### src/rtl/vending_machine_gen2.sv
// Keypad-selected vending controller with a writable price table, saturating coin credit,
// cancel/refund, keypad timeout and greedy coin-by-coin change over a valid/ready handshake.
module vending_machine_gen2 #(
    parameter int N_ROWS        = 4,
    parameter int N_COLS        = 4,
    parameter int VAL_W         = 16,
    parameter int DEFAULT_PRICE = 100,
    parameter int TIMEOUT_CYC   = 1000,
    localparam int SEL_W        = $clog2(N_ROWS*N_COLS)
) (
    input  logic              I_CLK,
    input  logic              I_RESET,
    input  logic [N_ROWS-1:0] I_ROW,
    input  logic [N_COLS-1:0] I_COL,
    input  logic              I_COIN_VALID,
    input  logic [VAL_W-1:0]  I_COIN_VAL,
    input  logic              I_CANCEL,
    input  logic              I_PW_EN,
    input  logic [SEL_W-1:0]  I_PW_ADDR,
    input  logic [VAL_W-1:0]  I_PW_DATA,
    input  logic              I_COIN_OUT_READY,
    output logic [VAL_W-1:0]  O_CREDIT,
    output logic [VAL_W-1:0]  O_PRICE,
    output logic [SEL_W-1:0]  O_SEL,
    output logic              O_VEND,
    output logic              O_SUCCESS,
    output logic [VAL_W-1:0]  O_CHANGE,
    output logic              O_COIN_OUT_VALID,
    output logic [VAL_W-1:0]  O_COIN_OUT_VAL,
    output logic              O_BUSY
);
    localparam int N_SEL = N_ROWS * N_COLS;
    localparam int ROW_W = (N_ROWS > 1) ? $clog2(N_ROWS) : 1;
    localparam int COL_W = (N_COLS > 1) ? $clog2(N_COLS) : 1;
    localparam int TMR_W = $clog2(TIMEOUT_CYC + 1);

    localparam logic [2:0] ST_IDLE     = 3'd0;
    localparam logic [2:0] ST_HAVE_ROW = 3'd1;
    localparam logic [2:0] ST_CHECK    = 3'd2;
    localparam logic [2:0] ST_VEND     = 3'd3;
    localparam logic [2:0] ST_CHANGE   = 3'd4;

    logic [2:0]       state_reg, state_next;
    logic [VAL_W-1:0] credit_reg, credit_next;
    logic [ROW_W-1:0] row_reg, row_next;
    logic [TMR_W-1:0] timer_reg, timer_next;
    logic [SEL_W-1:0] sel_reg, sel_next;
    logic [VAL_W-1:0] price_reg, price_next;
    logic [SEL_W-1:0] sel_out_reg, sel_out_next;
    logic [VAL_W-1:0] change_reg, change_next;
    logic [VAL_W-1:0] rem_reg, rem_next;
    logic [VAL_W-1:0] price_tab [N_SEL];

    logic             row_ok, col_ok, coin_ok;
    logic [ROW_W-1:0] row_idx;
    logic [COL_W-1:0] col_idx;
    logic [VAL_W:0]   coin_sum;
    logic [VAL_W-1:0] credit_add, vend_rem, coin_den;

    function automatic logic [ROW_W-1:0] row_index(input logic [N_ROWS-1:0] v);
        logic [ROW_W-1:0] idx = '0;
        for (int i = 0; i < N_ROWS; i++)
            if (v[i]) idx = ROW_W'(i);
        return idx;
    endfunction

    function automatic logic [COL_W-1:0] col_index(input logic [N_COLS-1:0] v);
        logic [COL_W-1:0] idx = '0;
        for (int i = 0; i < N_COLS; i++)
            if (v[i]) idx = COL_W'(i);
        return idx;
    endfunction

    // Largest hopper denomination not exceeding the remaining change.
    function automatic logic [VAL_W-1:0] denom(input logic [VAL_W-1:0] r);
        if (r >= VAL_W'(100))     return VAL_W'(100);
        else if (r >= VAL_W'(25)) return VAL_W'(25);
        else if (r >= VAL_W'(10)) return VAL_W'(10);
        else if (r >= VAL_W'(5))  return VAL_W'(5);
        else if (r >= VAL_W'(1))  return VAL_W'(1);
        else                      return '0;
    endfunction

    assign row_ok     = $onehot(I_ROW);
    assign col_ok     = $onehot(I_COL);
    assign row_idx    = row_index(I_ROW);
    assign col_idx    = col_index(I_COL);
    assign coin_ok    = I_COIN_VALID && (state_reg == ST_IDLE || state_reg == ST_HAVE_ROW ||
                                         state_reg == ST_CHECK);
    assign coin_sum   = {1'b0, credit_reg} + {1'b0, I_COIN_VAL};
    assign credit_add = !I_COIN_VALID ? credit_reg :
                        (coin_sum[VAL_W] ? {VAL_W{1'b1}} : coin_sum[VAL_W-1:0]);
    assign vend_rem   = credit_reg - price_reg;
    assign coin_den   = denom(rem_reg);

    always_comb begin
        state_next   = state_reg;
        credit_next  = coin_ok ? credit_add : credit_reg;
        row_next     = row_reg;
        timer_next   = timer_reg;
        sel_next     = sel_reg;
        price_next   = price_reg;
        sel_out_next = sel_out_reg;
        change_next  = change_reg;
        rem_next     = rem_reg;
        case (state_reg)
            ST_IDLE, ST_HAVE_ROW: begin
                // Cancel outranks any key pressed in the same cycle.
                if (I_CANCEL) begin
                    if (credit_reg != '0) begin
                        rem_next    = credit_add;
                        change_next = credit_add;
                        credit_next = '0;
                        state_next  = ST_CHANGE;
                    end else begin
                        state_next = ST_IDLE;
                    end
                end else if (row_ok) begin
                    row_next   = row_idx;
                    timer_next = '0;
                    state_next = ST_HAVE_ROW;
                end else if (state_reg == ST_HAVE_ROW) begin
                    if (col_ok) begin
                        sel_next   = SEL_W'(int'(row_reg) * N_COLS + int'(col_idx));
                        state_next = ST_CHECK;
                    end else if (timer_reg == TMR_W'(TIMEOUT_CYC - 1)) begin
                        state_next = ST_IDLE;
                    end else begin
                        timer_next = timer_reg + TMR_W'(1);
                    end
                end
            end
            ST_CHECK: begin
                price_next = price_tab[sel_reg];
                state_next = (credit_reg >= price_tab[sel_reg]) ? ST_VEND : ST_IDLE;
            end
            ST_VEND: begin
                sel_out_next = sel_reg;
                change_next  = vend_rem;
                rem_next     = vend_rem;
                credit_next  = '0;
                state_next   = (vend_rem == '0) ? ST_IDLE : ST_CHANGE;
            end
            ST_CHANGE: begin
                if (I_COIN_OUT_READY) begin
                    rem_next = rem_reg - coin_den;
                    if (rem_reg == coin_den) state_next = ST_IDLE;
                end
            end
            default: state_next = ST_IDLE;
        endcase
    end

    always_ff @(posedge I_CLK or posedge I_RESET) begin
        if (I_RESET) begin
            state_reg   <= ST_IDLE;
            credit_reg  <= '0;
            row_reg     <= '0;
            timer_reg   <= '0;
            sel_reg     <= '0;
            price_reg   <= '0;
            sel_out_reg <= '0;
            change_reg  <= '0;
            rem_reg     <= '0;
        end else begin
            state_reg   <= state_next;
            credit_reg  <= credit_next;
            row_reg     <= row_next;
            timer_reg   <= timer_next;
            sel_reg     <= sel_next;
            price_reg   <= price_next;
            sel_out_reg <= sel_out_next;
            change_reg  <= change_next;
            rem_reg     <= rem_next;
        end
    end

    // Price entries are plain registers so reset can restore the default price.
    for (genvar gi = 0; gi < N_SEL; gi++) begin : g_price
        always_ff @(posedge I_CLK or posedge I_RESET) begin
            if (I_RESET)
                price_tab[gi] <= VAL_W'(DEFAULT_PRICE);
            else if (I_PW_EN && I_PW_ADDR == SEL_W'(gi))
                price_tab[gi] <= I_PW_DATA;
        end
    end

    assign O_CREDIT         = credit_reg;
    assign O_PRICE          = price_reg;
    assign O_SEL            = sel_out_reg;
    assign O_CHANGE         = change_reg;
    assign O_VEND           = (state_reg == ST_VEND);
    assign O_SUCCESS        = (state_reg == ST_VEND);
    assign O_COIN_OUT_VALID = (state_reg == ST_CHANGE);
    assign O_COIN_OUT_VAL   = (state_reg == ST_CHANGE) ? coin_den : '0;
    assign O_BUSY           = (state_reg == ST_VEND) || (state_reg == ST_CHANGE);
endmodule

### config.mk
export PLATFORM = sky130hd
export DESIGN_NAME = vending_machine_gen2
export DESIGN_NICKNAME = d
export VERILOG_FILES = /design/src/rtl/vending_machine_gen2.sv
export SDC_FILE = /design/constraint.sdc
export NUM_CORES = 1
export LEC_CHECK = 0
export BUFFER_PORTS_ARGS = -buffer_cell sky130_fd_sc_hd__buf_2
export CORE_UTILIZATION = 45
export DETAILED_ROUTE_END_ITERATION = 8
export HOLD_SLACK_MARGIN = 0.08
export PLACE_DENSITY = 0.7
export SLEW_MARGIN = 10
export SYNTH_ARGS = -nofsm -noshare
export SYNTH_HDL_FRONTEND = slang
export SYNTH_SLANG_ARGS = --single-unit
export TNS_END_PERCENT = 50
### constraint.sdc
create_clock -name I_CLK -period 32.8 [get_ports I_CLK]
set_clock_uncertainty 0.1 [all_clocks]
set_input_delay 6.56 -clock I_CLK [delete_from_list [all_inputs] [get_ports I_CLK]]
set_output_delay 6.56 -clock I_CLK [all_outputs]
set_load 0.01 [all_outputs]
Yosys cells after proc, flatten, opt, wreduce, memory -nomap -nowiden
Cells that the tools add are included.
{"block": "totals", "input_bits": 50, "wordCells": 152, "output_inout_bits": 72, "regBits": 343}
{"block": "classes", "reduce_logical": 34, "n_eq_ne": 31, "bitwise_logic": 3, "mux": 41, "magnitude_cmp": 7, "addsub": 11}
{"cell": "2-to-1 mux 16 bit", "count": 11}
{"cell": "binary-select mux 16 bit (select 4 bit)", "count": 1}
{"cell": "case mux 16 bit (2 select lines)", "count": 2}
{"cell": "case mux 16 bit (3 select lines)", "count": 1}
{"cell": "2-to-1 mux 10 bit", "count": 4}
{"cell": "equality test 4 bit, second input constant", "count": 8}
{"cell": "subtractor 16 bit", "count": 2}
{"cell": "2-to-1 mux 3 bit", "count": 10}
{"cell": "adder 16 x 16 -> 17 bit", "count": 1}
{"cell": "logical AND 1 bit", "count": 17}
{"cell": "equality test 16 bit", "count": 1}
{"cell": "equality test 4 x 3 -> 1 bit, second input constant", "count": 4}
{"cell": "greater-or-equal comparator 16 x 1 -> 1 bit, second input constant", "count": 1}
{"cell": "greater-or-equal comparator 16 bit", "count": 1}
{"cell": "greater-or-equal comparator 16 x 3 -> 1 bit, second input constant", "count": 1}
{"cell": "greater-or-equal comparator 16 x 4 -> 1 bit, second input constant", "count": 1}
{"cell": "greater-or-equal comparator 16 x 5 -> 1 bit, second input constant", "count": 1}
{"cell": "greater-or-equal comparator 16 x 7 -> 1 bit, second input constant", "count": 1}
{"cell": "zero test 16 bit", "count": 1}
{"cell": "nonzero test 16 bit", "count": 1}
{"cell": "case mux 3 bit (4 select lines)", "count": 1}
{"cell": "adder 10 x 1 -> 10 bit, second input constant", "count": 1}
{"cell": "equality test 10 bit, second input constant", "count": 1}
{"cell": "2-to-1 mux 2 bit", "count": 5}
{"cell": "other kinds (28)", "count": 49}

Logic depth before layout (Yosys ltp)
Gate-level depths: netlist of the first run.
{"block": "logic_depth", "word_depth": 10, "ltp_mapped": 17, "ltp_nobuf": 17}

Worst setup path before layout of the first run
OpenSTA, ideal clock, no wires.
{"block": "synth_timing", "path_type": "input to register", "start": "in I_COIN_VAL[0]", "end": "reg rem_reg[4]", "path_stages": 12, "n_path_buf": 1, "t_arrival_ps": 8820, "t_required_ps": 32616, "setup_slack_ps": 23797, "cell_sequence": "ha_1 > inv_1 > fa_1 > nand2b_1 > a21oi_1 > o31ai_2 > a211oi_4 > or2_1 > buf_6 > nor2_2 > or3_1 > a41oi_2"}
{"block": "synth_via", "elab_chain_len": 6}
{"item": "from (decl)", "line_no": "16", "rtl": "input logic [VAL_W-1:0] I_COIN_VAL,"}
{"item": "adder 16 x 16 -> 17 bit", "line_no": "90", "rtl": "assign coin_sum = {1'b0, credit_reg} + {1'b0, I_COIN_VAL};"}
{"item": "2-to-1 mux 16 bit", "line_no": "92", "rtl": "(coin_sum[VAL_W] ? {VAL_W{1'b1}} : coin_sum[VAL_W-1:0]);"}
{"item": "2-to-1 mux 16 bit", "line_no": "91", "rtl": "assign credit_add = !I_COIN_VALID ? credit_reg :"}
{"item": "2-to-1 mux 16 bit", "line_no": "110", "rtl": "if (credit_reg != '0) begin"}
{"item": "2-to-1 mux 16 bit", "line_no": "109", "rtl": "if (I_CANCEL) begin"}
{"item": "case mux 16 bit (3 select lines)", "line_no": "106", "rtl": "case (state_reg)"}
{"item": "to (signal assigned)", "line_no": "174", "rtl": "rem_reg <= rem_next;"}
{"item": "to (decl)", "line_no": "51", "rtl": "logic [VAL_W-1:0] rem_reg, rem_next;"}
No other way between the ends. The select of a mux whose other input is x is not followed.
A chain may end at the register's enable or synchronous reset.

Final worst setup path of the first run
{"block": "layout_timing", "start": "reg rem_reg[9]", "end": "out O_COIN_OUT_VAL[1]"}
{"block": "layout_via", "elab_chain_len": 5, "word_cells_on_any_way": 7, "cone_classes": "3 x order compare; 4 x mux"}
{"item": "greater-or-equal comparator 16 x 4 -> 1 bit", "line_no": "78", "rtl": "else if (r >= VAL_W'(10)) return VAL_W'(10);"}
{"item": "2-to-1 mux 4 bit", "line_no": "78"}
{"item": "2-to-1 mux 5 bit", "line_no": "77", "rtl": "else if (r >= VAL_W'(25)) return VAL_W'(25);"}
{"item": "2-to-1 mux 7 bit (*)", "line_no": "76", "rtl": "if (r >= VAL_W'(100)) return VAL_W'(100);"}
{"item": "2-to-1 mux 16 bit (*)", "line_no": "195", "rtl": "assign O_COIN_OUT_VAL = (state_reg == ST_CHANGE) ? coin_den : '0;"}
{"item": "to (decl)", "line_no": "29", "rtl": "output logic [VAL_W-1:0] O_COIN_OUT_VAL,"}
Every way passes the cells marked *; elsewhere a longest branch is shown, timed or not.

==> results_dict.tcl, run 1 <==
set metrics [dict create \
    ys_seq_area_share_pct 46.97 \
    final_cell_mix "292 x dfrtp_1, 264 x mux2_2, 112 x buf_2" \
    drive_gt1_share_pct 38.56 \
    area_delta_synth_final_pct 13.03 \
    cts_hold_buf 0 \
    netlist_area_mm2 0.01840 \
    utilization_pct 51.99 \
    hp-class "flop to flop" \
    post_cts_buffers 0 \
    r2r_end "state_reg[1]" \
    startpoint_type "flop" \
    synth_xor_area_share_pct 1.475 \
    crit_path_max_incr_delay_ps 610 \
    status "complete, no violations" \
    slew-limit-headroom_pct 22.02 \
    vias_per_cell 5.891 \
    cts.sinks 343 \
    num_io_pins 122 \
    start_util_pct 46.00 \
    synth_compound_area_share_pct 8.486 \
    setup_ws_ps 23070 \
    irDropWorstVdd_v 0.00003843 \
    ys_types 78 \
    crit_type "flop to output pin" \
    critPathTopFamily "simple AND/OR/NAND/NOR gates" \
    grt_pass1_wl_um 74850 \
    synth_ff_type "dfrtp_1" \
    dp_cells 2095 \
    p_int_w 0.001057 \
    layout.nets 1724 \
    post-route-period-util_pct 29.65 \
    largest_reg_flops 256 \
    rows 73 \
    whs_ps 370.3 \
    ant_nets 0 \
    hpwl_um 31960 \
    grt_max_degree 133 \
    power_frac_comb_pct 33.8 \
    synth_edf_count 0 \
    final_common_cell "dfrtp_1" \
    ys_ff_latch 343 \
    preCtsSetupSlack_ps 23110 \
    final-hold-violation-count 0 \
    track_usage_pct 23.44 \
    cts_root_buf "clkbuf_16" \
    fp.coreArea_mm2 0.04001 \
    synth-simple-area-share_pct 8.935 \
    fmax_mhz 102.8 \
    synthCells 1521 \
    route.detailed.drc 0 \
    wire_per_inst_um 22.03 \
    r2r-start "sel_reg[0]" \
    reg2reg_depth 11 \
    synth_mux_area_share_pct 26.06 \
    period_minus_slack_ps 9725 \
    rsz0062_at_grt "false" \
    reg2reg_slack_ps 28260 \
    fin_cells 2164 \
    via_count 12750 \
    setup_viol 0 \
    switching_share_pct 34.94 \
    drt-total-wl_um 47670 \
    routabilityCongestion 0.9418 \
    synth_top_family_by_area "multiplexers" \
    holdCritStartpoint "O_CHANGE[11]" \
    power_switching_w 0.0005677 \
    pwr-share-seq_pct 38.8 \
    numCtsBuffers 38 \
    clk_pin_slew_worst_paths_ps 60 \
    power_density_mw_per_mm2 78.12 \
    regMostFlops "price_tab" \
    antenna_found_initial 4 \
    die-width_um 204.2 \
    crit_slowest_cell "a31oi_1" \
    first_global_vias 13180 \
    num_antenna_cells 0 \
    max_cap_viol_count 0 \
    cts_tree "built" \
    synthAdderAreaFrac_pct 4.556 \
    crit_buf_inv 1 \
    cp_max_fo 9 \
    required_ps 26140 \
    insertion_delay_ps 560 \
    yosysWarnings 0 \
    p_leak_nw 8.864 \
    port_buffers 112 \
    slew_viol_final 0 \
    whs_endpoint "O_CHANGE[11]" \
    drt-pass1-iter-count 6 \
    postSynthAreaPerCell_um2 12.10 \
    cp_cell_sequence "or3_4, nor4_4, nand3b_1, a31oi_1, nand3_1, nor2_1, buf_2" \
    n_fill_cell 3439 \
    h-tree-depth 2 \
    async_flop_share_pct 100.0 \
    die_h_um 204.2 \
    dieArea_mm2 0.04170 \
    cts_resized 0 \
    clkPwrFrac_pct 27.4 \
    drt_iter0_drc 819 \
    grt-ovfl-total 0 \
    critPathCaptureType "output pin" \
    tns_ps 0 \
    clockBufferDepth 3 \
    hold_depth 2 \
    tightest_slew_ps 1170 \
    cp.arrival_ps 3070 \
]
power by group through the flow:
stage	Clock [W]	Combinational, W	Sequential (W)
global route	0.000470	0.000606	0.000642
floorplan	0	0.000404	0.000607
CTS	0.000452	0.000547	0.000628
finish	0.000445	0.000549	0.000631
global placement	0	0.000528	0.000627
detailed placement	0	0.000543	0.000634
per-stage QoR:
| step | cell area, um^2 | total power, W |
|---|---|---|
| after floorplan | 18430 | 0.001011 |
| after global placement | 19470 | 0.001155 |
| after detailed placement | 19470 | 0.001177 |
| after CTS | 20800 | 0.001627 |
| after global routing | 20800 | 0.001719 |
| final | 20800 | 0.001625 |
cell type report:
type | instances | area, um^2 | area share (%)
Inverter | 60 | 232.7 | 1.119
Sequential cell | 343 | 8650 | 41.59
Tap cell | 525 | 656.9 | 3.158
Timing Repair Buffer | 137 | 748.2 | 3.597
Clock buffer | 55 | 1125 | 5.408
Multi-Input combinational cell | 1030 | 9186 | 44.17
Clock inverter | 14 | 200.2 | 0.9625
kinds of logic (layout without fill, tap and decap cells):
logic type,count (synthesis),after routing
multiplexers,346,346
flip-flops,343,343
adder cells (fa/ha/maj),64,64
buffers and inverters,156,266
XOR/XNOR,31,31
AO/OA/AOI/OAI,242,242
other,1,9
AND/OR/NAND/NOR,338,338
routing by layer:
metal / track usage (%) / wire length, um / part of all wire (%) / vias up
li1: - / - / - / 5706
met1: 29.48 / 19420 / 41 / 6559
met2: 40.85 / 24110 / 51 / 380
met3: 3.874 / 2615 / 5.5 / 96
met4: 7.889 / 1466 / 3.1 / 8
met5: 0 / 56 / 0.12 / -
synth_stat cells, types with 5 or more instances:
master    number  share of area [%]
or3_1         18               0.61
nand3_1       14               0.38
nand4_1        5               0.17
clkbuf_1      72                1.5
nand2_1       87                1.8
a31oi_1        8               0.27
mux4_2        80                9.8
buf_4         11               0.45
nor4_1        10               0.34
o211ai_1       5               0.20
a21o_1         8               0.33
buf_2          7               0.19
and2_1         5               0.17
fa_1           5               0.54
or2_2          7               0.24
dfstp_2       48                6.9
nor2_1       115                2.3
inv_1         60                1.2
a211oi_1      23               0.94
ha_1          59                4.0
nor2b_1       10               0.34
o22ai_1        5               0.17
mux2_2       264                 16
o21ai_0       62                1.7
xor2_1        15               0.71
o21a_1         9               0.37
nand3b_1       9               0.37
a221oi_1       5               0.24
nand2b_1      17               0.58
dfrtp_1      295                 40
xnor2_1       16               0.76
nor3_1        18               0.49
a21oi_1       70                1.9
worst max-delay path by stage:
stage | endpoint | from | cells after the start | slack, ps
detailed placement | timer_reg[8] | I_ROW[0] | 13 | 23110
CTS | O_COIN_OUT_VAL[1] | rem_reg[9] | 7 | 23100
global placement | timer_reg[8] | I_ROW[0] | 13 | 23160
floorplan | O_CHANGE[0] | I_RESET | 1 | 16710
finish | O_COIN_OUT_VAL[1] | rem_reg[9] | 7 | 23070
global route | O_COIN_OUT_VAL[1] | rem_reg[9] | 7 | 22940
worst min-delay path, delay by kind of cell (launching register included):
kind          cells  cell delay, ps
flops             1             340
simple gates      2             100
Note: power is estimated with default switching activity, not from simulation.
==> run 2, diff against run 1 <==
==> constraint.sdc (replaced) <==
create_clock -name I_CLK -period 9.3 [get_ports I_CLK]
set_clock_uncertainty 0.1 [all_clocks]
set_input_delay 1.86 -clock I_CLK [delete_from_list [all_inputs] [get_ports I_CLK]]
set_output_delay 1.86 -clock I_CLK [all_outputs]
set_load 0.01 [all_outputs]
==> results_dict.tcl, run 2 (synthesized netlist as in run 1, its figures left out) <==
set metrics [dict create \
    power_density_mw_per_mm2 275.0 \
    slew-limit-headroom_pct 23.27 \
    drt-total-wl_um 47850 \
    met3_usage_pct 3.619 \
    required_ps 7340 \
    numCtsBuffers 39 \
    hp-class "flop to flop" \
    slew_viol_final 0 \
    cp.arrival_ps 3080 \
    final-hold-violation-count 0 \
    hold_depth 2 \
    fin_area_mm2 0.02079 \
    wire_per_inst_um 22.07 \
    drive_gt1_share_pct 38.25 \
    route.detailed.drc 0 \
    cp_max_fo 9 \
    use_met1_pct 30.63 \
    final_cell_mix "293 x dfrtp_1, 264 x mux2_2, 112 x buf_2" \
    period_minus_slack_ps 5042 \
    drt-pass1-iter-count 7 \
    num_io_pins 122 \
    grt_busiest_layer "met2" \
    port_buffers 112 \
    whs_endpoint "O_CHANGE[11]" \
    post_cts_buffers 0 \
    rows 73 \
    layout.nets 1725 \
    drt_iter0_drc 808 \
    post-route-period-util_pct 54.22 \
    routabilityCongestion 0.9411 \
    post_dp_cell_area_mm2 0.01948 \
    status "complete, no violations" \
    final_common_cell "dfrtp_1" \
    reg2reg_depth 14 \
    clk_pin_slew_worst_paths_ps 60 \
    cts_tree "built" \
    grt-ovfl-total 0 \
    startpoint_type "flop" \
    vias_per_cell 5.902 \
    irDropWorstVdd_v 0.0001933 \
    regMostFlops "price_tab" \
    start_util_pct 46.00 \
    crit_type "flop to output pin" \
    area_delta_synth_final_pct 12.99 \
    grt_pass1_wl_um 75360 \
    r2r-start "rem_reg[9]" \
    via_count 12800 \
    grt_max_degree 193 \
    cts.sinks 343 \
    n_fill_cell 3411 \
    r2r_end "rem_reg[14]" \
    largest_reg_flops 256 \
    antenna_found_initial 5 \
    die_h_um 204.2 \
    met2_usage_pct 39.77 \
    reg2reg_slack_ps 4800 \
    rsz0062_at_grt "false" \
    cts_root_buf "clkbuf_16" \
    setup_viol 0 \
    h-tree-depth 2 \
    clockBufferDepth 3 \
    critPathCaptureType "output pin" \
    dieArea_mm2 0.04170 \
    holdCritStartpoint "O_CHANGE[11]" \
    insertion_delay_ps 570 \
    track_usage_pct 23.50 \
    fmax_mhz 198.3 \
    max_cap_viol_count 0 \
    cts_resized 0 \
    first_global_vias 13100 \
    tightest_slew_ps 1151 \
    hpwl_um 31670 \
    ant_nets 0 \
    cts_hold_buf 0 \
    tns_ps 0 \
    p_leak_nw 8.848 \
    fp.coreArea_mm2 0.04001 \
    die-width_um 204.2 \
]
-- run 2: per-stage QoR --
stage	hold WS (ps)	utilization [%]	setup WS (ps)	cells	total power (W)
floorplan	371.3	-	2791	1529	0.003568
global placement	346.6	48.70	4375	2095	0.004070
detailed placement	356.8	48.70	4217	2095	0.004146
CTS	369.7	51.96	4269	2167	0.005728
global route	390.1	51.96	3998	2167	0.006061
finish	368.9	51.97	4258	2168	0.005718
-- run 2: where the power goes --
group	internal [W]	switching [W]
combinational	0.000897	0.00104
sequential	0.00190	0.000322
clock	0.000910	0.000652
total	0.00370	0.00201
-- run 2: critical path, cell delays in order, from the launching register on --
cell and delay, ps:
dfrtp_1 440, or3_4 440, nor4_4 160, nand3b_1 180, a31oi_1 640, nand3_1 340
nor2_1 160, buf_2 150
-- run 2: cell type report --
type / count / area [um^2] / share of cell area (%)
antenna: 1 / 2.502 / 0.01204
clock buffer: 59 / 1131 / 5.440
clock inverter: 13 / 176.4 / 0.8485
inverter: 60 / 229.0 / 1.101
multi-input combinational: 1030 / 9186 / 44.18
sequential: 343 / 8648 / 41.60
tap: 525 / 656.9 / 3.159
timing repair buffer: 137 / 760.7 / 3.659
-- run 2: worst max-delay path by stage --
stage                   endpoint  startpoint  slack [ps]
2_1_floorplan        O_CHANGE[0]     I_RESET        2790
3_3_place_gp        timer_reg[8]    I_ROW[0]        4380
3_5_place_dp        timer_reg[9]    I_ROW[0]        4220
4_1_cts        O_COIN_OUT_VAL[1]  rem_reg[9]        4270
5_1_grt        O_COIN_OUT_VAL[1]  rem_reg[9]        4000
6_report       O_COIN_OUT_VAL[1]  rem_reg[9]        4260
-- run 2: layer usage --
| layer | wire length [um] | vias to the layer above |
|---|---|---|
| met5 | 54 | - |
| met1 | 19800 | 6553 |
| li1 | - | 5733 |
| met2 | 23590 | 390 |
| met3 | 2742 | 111 |
| met4 | 1666 | 8 |
